<file path="src/rtl/damage_scheduler.sv">
// damage_scheduler: per-tick combat sequencer; for targets 0..15 then tower (16) it sums
// attacker power on both sides and strobes the totals to the decoder. Option: SCHED_SKIP_ZERO_EN.
module damage_scheduler_side #(
  parameter int NUM_SLOTS = 16,
  parameter int TOWER_SEL = 16,
  parameter int AW        = 4
) (
  input  logic [NUM_SLOTS-1:0]   atk_valid,
  input  logic [NUM_SLOTS*5-1:0] atk_target,
  input  logic [NUM_SLOTS*8-1:0] atk_power,
  input  logic [AW-1:0]          atk,
  input  logic [4:0]             tgt,
  output logic [7:0]             add_pwr
);
  localparam logic [4:0] TOWER = 5'(TOWER_SEL);

  logic [NUM_SLOTS-1:0][4:0] code_arr;
  logic [NUM_SLOTS-1:0][7:0] pwr_arr;
  logic [4:0]                code;
  logic                      hit;

  assign code_arr = atk_target;
  assign pwr_arr  = atk_power;

  // The tower slot absorbs every code at or above the tower select.
  always_comb begin
    code    = code_arr[atk];
    hit     = atk_valid[atk] && ((tgt == TOWER) ? (code >= TOWER) : (code == tgt));
    add_pwr = hit ? pwr_arr[atk] : 8'd0;
  end
endmodule

module damage_scheduler #(
  parameter int NUM_SLOTS = 16,
  parameter int TOWER_SEL = 16
) (
  input  logic         Clk,
  input  logic         Reset,
  input  logic         start,
  input  logic [15:0]  friendlyAtkValid,
  input  logic [79:0]  friendlyAtkTarget,
  input  logic [127:0] friendlyAtkPower,
  input  logic [15:0]  enemyAtkValid,
  input  logic [79:0]  enemyAtkTarget,
  input  logic [127:0] enemyAtkPower,
  output logic [4:0]   unitDamageSelect,
  output logic [11:0]  totalUnitDamage,
  output logic [4:0]   enemyDamageSelect,
  output logic [11:0]  totalEnemyDamage,
  output logic         applyStrobe,
  output logic         busy,
  output logic         done
);
  localparam int          AW       = $clog2(NUM_SLOTS);
  localparam logic [4:0]  TOWER    = 5'(TOWER_SEL);
  localparam logic [4:0]  NO_SEL   = 5'd31;
  localparam logic [AW-1:0] LAST_ATK = AW'(NUM_SLOTS - 1);

  typedef enum logic [1:0] {IDLE, SCAN, APPLY, DONE} state_t;

  state_t        state_q, state_d;
  logic [4:0]    tgt_q, tgt_d;
  logic [AW-1:0] atk_q, atk_d;
  logic [11:0]   unit_acc_q, unit_acc_d, enemy_acc_q, enemy_acc_d;
  logic [4:0]    unit_sel_q, unit_sel_d, enemy_sel_q, enemy_sel_d;
  logic [11:0]   unit_tot_q, unit_tot_d, enemy_tot_q, enemy_tot_d;
  logic          strobe_q, strobe_d, busy_q, busy_d, done_q, done_d;

  logic [7:0]    unit_add, enemy_add;
  logic [11:0]   unit_sum, enemy_sum;
  logic          skip;

  // Enemy attackers hurt friendly units; friendly attackers hurt the enemy side.
  damage_scheduler_side #(.NUM_SLOTS(NUM_SLOTS), .TOWER_SEL(TOWER_SEL), .AW(AW)) u_enemy_atk (
    .atk_valid (enemyAtkValid),
    .atk_target(enemyAtkTarget),
    .atk_power (enemyAtkPower),
    .atk       (atk_q),
    .tgt       (tgt_q),
    .add_pwr   (unit_add)
  );

  damage_scheduler_side #(.NUM_SLOTS(NUM_SLOTS), .TOWER_SEL(TOWER_SEL), .AW(AW)) u_friendly_atk (
    .atk_valid (friendlyAtkValid),
    .atk_target(friendlyAtkTarget),
    .atk_power (friendlyAtkPower),
    .atk       (atk_q),
    .tgt       (tgt_q),
    .add_pwr   (enemy_add)
  );

  always_comb begin
    state_d     = state_q;
    tgt_d       = tgt_q;
    atk_d       = atk_q;
    unit_acc_d  = unit_acc_q;
    enemy_acc_d = enemy_acc_q;
    unit_sel_d  = NO_SEL;
    enemy_sel_d = NO_SEL;
    unit_tot_d  = 12'd0;
    enemy_tot_d = 12'd0;
    strobe_d    = 1'b0;
    busy_d      = busy_q;
    done_d      = 1'b0;
    // 16 x 255 fits in 12 bits, so the sums never wrap.
    unit_sum    = unit_acc_q + {4'd0, unit_add};
    enemy_sum   = enemy_acc_q + {4'd0, enemy_add};
`ifdef SCHED_SKIP_ZERO_EN
    skip        = (unit_sum == 12'd0) && (enemy_sum == 12'd0);
`else
    skip        = 1'b0;
`endif

    case (state_q)
      IDLE: begin
        if (start) begin
          state_d     = SCAN;
          tgt_d       = 5'd0;
          atk_d       = '0;
          unit_acc_d  = 12'd0;
          enemy_acc_d = 12'd0;
          busy_d      = 1'b1;
        end
      end
      SCAN: begin
        unit_acc_d  = unit_sum;
        enemy_acc_d = enemy_sum;
        atk_d       = atk_q + AW'(1);
        if (atk_q == LAST_ATK) begin
          if (!skip) begin
            state_d     = APPLY;
            strobe_d    = 1'b1;
            unit_sel_d  = tgt_q;
            enemy_sel_d = tgt_q;
            unit_tot_d  = unit_sum;
            enemy_tot_d = enemy_sum;
          end else begin
            atk_d       = '0;
            unit_acc_d  = 12'd0;
            enemy_acc_d = 12'd0;
            if (tgt_q == TOWER) begin
              state_d = DONE;
              done_d  = 1'b1;
            end else begin
              state_d = SCAN;
              tgt_d   = tgt_q + 5'd1;
            end
          end
        end
      end
      APPLY: begin
        atk_d       = '0;
        unit_acc_d  = 12'd0;
        enemy_acc_d = 12'd0;
        if (tgt_q == TOWER) begin
          state_d = DONE;
          done_d  = 1'b1;
        end else begin
          state_d = SCAN;
          tgt_d   = tgt_q + 5'd1;
        end
      end
      DONE: begin
        state_d = IDLE;
        busy_d  = 1'b0;
      end
      default: state_d = IDLE;
    endcase
  end

  always_ff @(posedge Clk or posedge Reset) begin
    if (Reset) begin
      state_q     <= IDLE;
      tgt_q       <= 5'd0;
      atk_q       <= '0;
      unit_acc_q  <= 12'd0;
      enemy_acc_q <= 12'd0;
      unit_sel_q  <= NO_SEL;
      enemy_sel_q <= NO_SEL;
      unit_tot_q  <= 12'd0;
      enemy_tot_q <= 12'd0;
      strobe_q    <= 1'b0;
      busy_q      <= 1'b0;
      done_q      <= 1'b0;
    end else begin
      state_q     <= state_d;
      tgt_q       <= tgt_d;
      atk_q       <= atk_d;
      unit_acc_q  <= unit_acc_d;
      enemy_acc_q <= enemy_acc_d;
      unit_sel_q  <= unit_sel_d;
      enemy_sel_q <= enemy_sel_d;
      unit_tot_q  <= unit_tot_d;
      enemy_tot_q <= enemy_tot_d;
      strobe_q    <= strobe_d;
      busy_q      <= busy_d;
      done_q      <= done_d;
    end
  end

  assign unitDamageSelect  = unit_sel_q;
  assign totalUnitDamage   = unit_tot_q;
  assign enemyDamageSelect = enemy_sel_q;
  assign totalEnemyDamage  = enemy_tot_q;
  assign applyStrobe       = strobe_q;
  assign busy              = busy_q;
  assign done              = done_q;
endmodule

</file>
<file path="config.mk">
export PLATFORM = sky130hd
export DESIGN_NAME = damage_scheduler
export DESIGN_NICKNAME = d
export VERILOG_FILES = /design/src/rtl/damage_scheduler.sv
export SDC_FILE = /design/constraint.sdc
export NUM_CORES = 1
export LEC_CHECK = 0
export CORE_AREA = 5 5 188 190
export CTS_BUF_LIST = sky130_fd_sc_hd__clkbuf_4
export CTS_CLUSTER_DIAMETER = 60
export DETAILED_ROUTE_END_ITERATION = 7
export DIE_AREA = 0 0 193 195
export HOLD_SLACK_MARGIN = 0.05
export MAX_ROUTING_LAYER = met4
export PLACE_DENSITY = 0.56
export RECOVER_POWER = 25
export SYNTH_ARGS = -nofsm -noshare
export SYNTH_HDL_FRONTEND = slang
export SYNTH_SLANG_ARGS = --single-unit
</file>
<file path="constraint.sdc">
create_clock -name Clk -period 8.65 [get_ports Clk]
set_input_delay 2.595 -clock Clk [delete_from_list [all_inputs] [get_ports Clk]]
set_output_delay 2.595 -clock Clk [all_outputs]
set_load 0.05 [all_outputs]
</file>
==> impl_metrics.tcl <==
set metrics [dict create \
    post-route-drc-count 0 \
    num_vias 7333 \
    cts_hold_buffers 0 \
    die_w_um 193 \
    synth.avg_cell_area_um2 11.8 \
    ios 488 \
    cts.clk_slew.worst_paths_ns 0.12 \
    drtAntennaViolNets 0 \
    clockRootBuffer "clkbuf_4" \
    antenna_found_initial 9 \
    syn2layout_area_growth_pct 73.4 \
    finalNetCount 1539 \
    port_buffers 487 \
    setup_violations 0 \
    synth_fp_nets 1089 \
    cpPeakStageDelay_ns 0.83 \
    setup_slack_ns 1.70 \
    grt_pass1_vias 8092 \
    synth_cells 617 \
    cts_made_buffers 9 \
    finalClockSkew_ns 0.0146 \
    tns_ns 0 \
    cts_tree "done" \
    finalCritPeriodShare 0.803 \
    cp_max_fo 8 \
    seq_area_frac_synth 0.231 \
    cts_setup_buffers 0 \
    ys_top_cells_by_count "mux4_2 (120), dfrtp_1 (62), nand2_1 (36), nor2_1 (29), o21ai_0 (29)" \
    holdWs_ns 0.504 \
    fp-row-count 67 \
    hold_viol 0 \
    final_util 0.379 \
    synthArstFlopShare 1.00 \
    drt_pass1_iterations 5 \
    r2r_cells 15 \
    drive_above_1_share 0.147 \
    synth_ff_type "dfrtp_1" \
    vias_per_cell 4.80 \
    yosysTopAreaCellShare 0.371 \
    slew_violations 115 \
    initial_utilization 0.219 \
    cts.sinks 67 \
    violations "max-capacitance violations, max-slew violations" \
    min_period_ns 6.95 \
    critPathKind "primary input to flip-flop" \
    coreArea_um2 33300 \
    synth_area_leaders "mux4_2 (37%), dfrtp_1 (21%), mux2i_1 (3.4%)" \
    power_mw 2.79 \
    drt_iter0_drc 428 \
    synth-seq-cells 67 \
    post_cts_resized 0 \
    clkLatencyLatePin_ns 0.44 \
    gr-usage-all-layers 0.199 \
    worst_pin_slew_ns 3.61 \
    netlist.top_cell.by_area "mux4_2" \
    relSlewSlack -1.41 \
    grt_pass1_wl_um 53300 \
    synth_edf_count 0 \
    design_area_um2 12600 \
    pre_cts_slack_ns 1.31 \
    hpwl_um 32200 \
    clk_path_buf_depth 2 \
    hold_class "flip-flop to flip-flop" \
    whs_path_depth 2 \
    critical_path.cell_chain "clkdlybuf4s50_1 > mux4_2 > mux2_2 > o21ai_1 > o21ai_0 > o22ai_1 > nor3b_1 > ha_1 > fa_1 > a21o_1 > a21oi_1 > o21bai_1 > a2111oi_1 > o311ai_0 > nand3_1" \
    ys_warn_count 0 \
    dpl_cell_area_um2 12500 \
    wirelength_um 37400 \
    wire_per_inst_um 24.4 \
    power.leakage_nw 4.74 \
    max_cap_violations 2 \
    grt_overflow_total 0 \
    power_density_nw_per_um2 221 \
    fmax_ghz 0.144 \
    rsz0062_at_grt "false" \
    cts-htree-levels 3 \
    status "complete, but fails checks" \
    start_kind "primary input" \
    finalNonFillerCells 1529 \
    grt_max_degree 81 \
    gp_congestion 0.911 \
    cp.arrival_ns 7.32 \
    worst_path_max_delay_cell "a2111oi_1" \
    cp-end-kind "flip-flop" \
    dieArea_um2 37600 \
    synth_cell_types 62 \
    ir_worst_vdd_mv 0.140 \
    die_h_um 195 \
    synth.most_common_cell "mux4_2" \
    dp.cells 1504 \
    syn_area_um2 7280 \
    cp.required_ns 9.03 \
]
layout by cell type (no fill, tap or decap), types with 5 or more instances in the layout:
cell	n
clkdlybuf4s50_1	485
xnor2_1	24
o21ai_1	6
dfstp_2	5
nand3_1	20
a21oi_1	25
dfrtp_1	61
and3_1	12
mux2i_1	25
o21a_1	8
a22oi_1	9
inv_1	17
nor2_1	29
diode_2	9
ha_1	19
nor3b_1	15
nand2_1	36
mux4_2	120
o21bai_1	5
clkbuf_4	9
a21o_1	10
nor3_1	12
o21ai_0	29
a22o_1	12
worst max-delay path, delay by kind of cell:
| family | cells | cell delay [ns] |
|---|---|---|
| AO/OA/AOI/OAI | 8 | 2.48 |
| adder cells (fa/ha/maj) | 2 | 0.70 |
| buffers and inverters | 1 | 0.44 |
| multiplexers | 2 | 0.84 |
| AND/OR/NAND/NOR | 2 | 0.26 |
area by class of cell:
class | instances | area [um^2]
Inverter | 19 | 71.3
Timing Repair Buffer | 494 | 4950
Antenna cell | 9 | 22.5
Multi-Input combinational cell | 476 | 5200
Clock buffer | 9 | 67.6
Fill cell | 3281 | 20700
Tap cell | 448 | 561
Clock inverter | 7 | 68.8
Sequential cell | 67 | 1690
state kept, by name (all words and copies together), names as in the netlist, 2 cells and up:
signal,cells
enemy_acc_q,12
totalEnemyDamage,12
totalUnitDamage,12
unit_acc_q,12
enemyDamageSelect,5
tgt_q,5
atk_q,4
state_q,2
power breakdown:
group / leakage (nW) / switching, mW / internal, mW / total (mW)
clock: 0.0617 / 0.123 / 0.0861 / 0.209
combinational: 3.79 / 0.936 / 1.11 / 2.04
sequential: 0.886 / 0.172 / 0.369 / 0.541
total: 4.74 / 1.23 / 1.56 / 2.79
worst paths after layout:
kind                                       startpoint                         end  slack [ns]
setup / recovery                    enemyAtkTarget[3]  unit_acc_q[10]$_DFFE_PP0P_        1.70
hold / removal             enemy_acc_q[7]$_DFFE_PP0P_  enemy_acc_q[7]$_DFFE_PP0P_        0.50
setup reg to reg                 atk_q[1]$_DFFE_PP0P_  unit_acc_q[10]$_DFFE_PP0P_        2.04
hold reg to reg            enemy_acc_q[7]$_DFFE_PP0P_  enemy_acc_q[7]$_DFFE_PP0P_        0.50
max in group asynchronous                       Reset        atk_q[0]$_DFFE_PP0P_        2.15
min in group asynchronous                       Reset        tgt_q[3]$_DFFE_PP0P_        4.00
kinds of logic (layout without fill, tap and decap cells):
logic type                 Yosys count  after routing  synth area share
DFF                                 67             67             0.231
buffers and inverters               74            529            0.0545
xor gates and xnor gates            29             29            0.0359
and+or+nand+nor                    141            141            0.0969
other                                0              9                 0
muxes                              151            151             0.415
adders and majority gates           21             21            0.0382
AOI/OAI and AO/OA                  134            134             0.128
routing by layer:
metal  GRT usage  share of wire  up-vias
li1            -              -     3401
met1       0.253           0.43     3645
met2       0.329           0.51      266
met3      0.0416          0.053       21
met4      0.0404          0.013        0
met5           -              0        -
(Power assumes the default switching activity.)
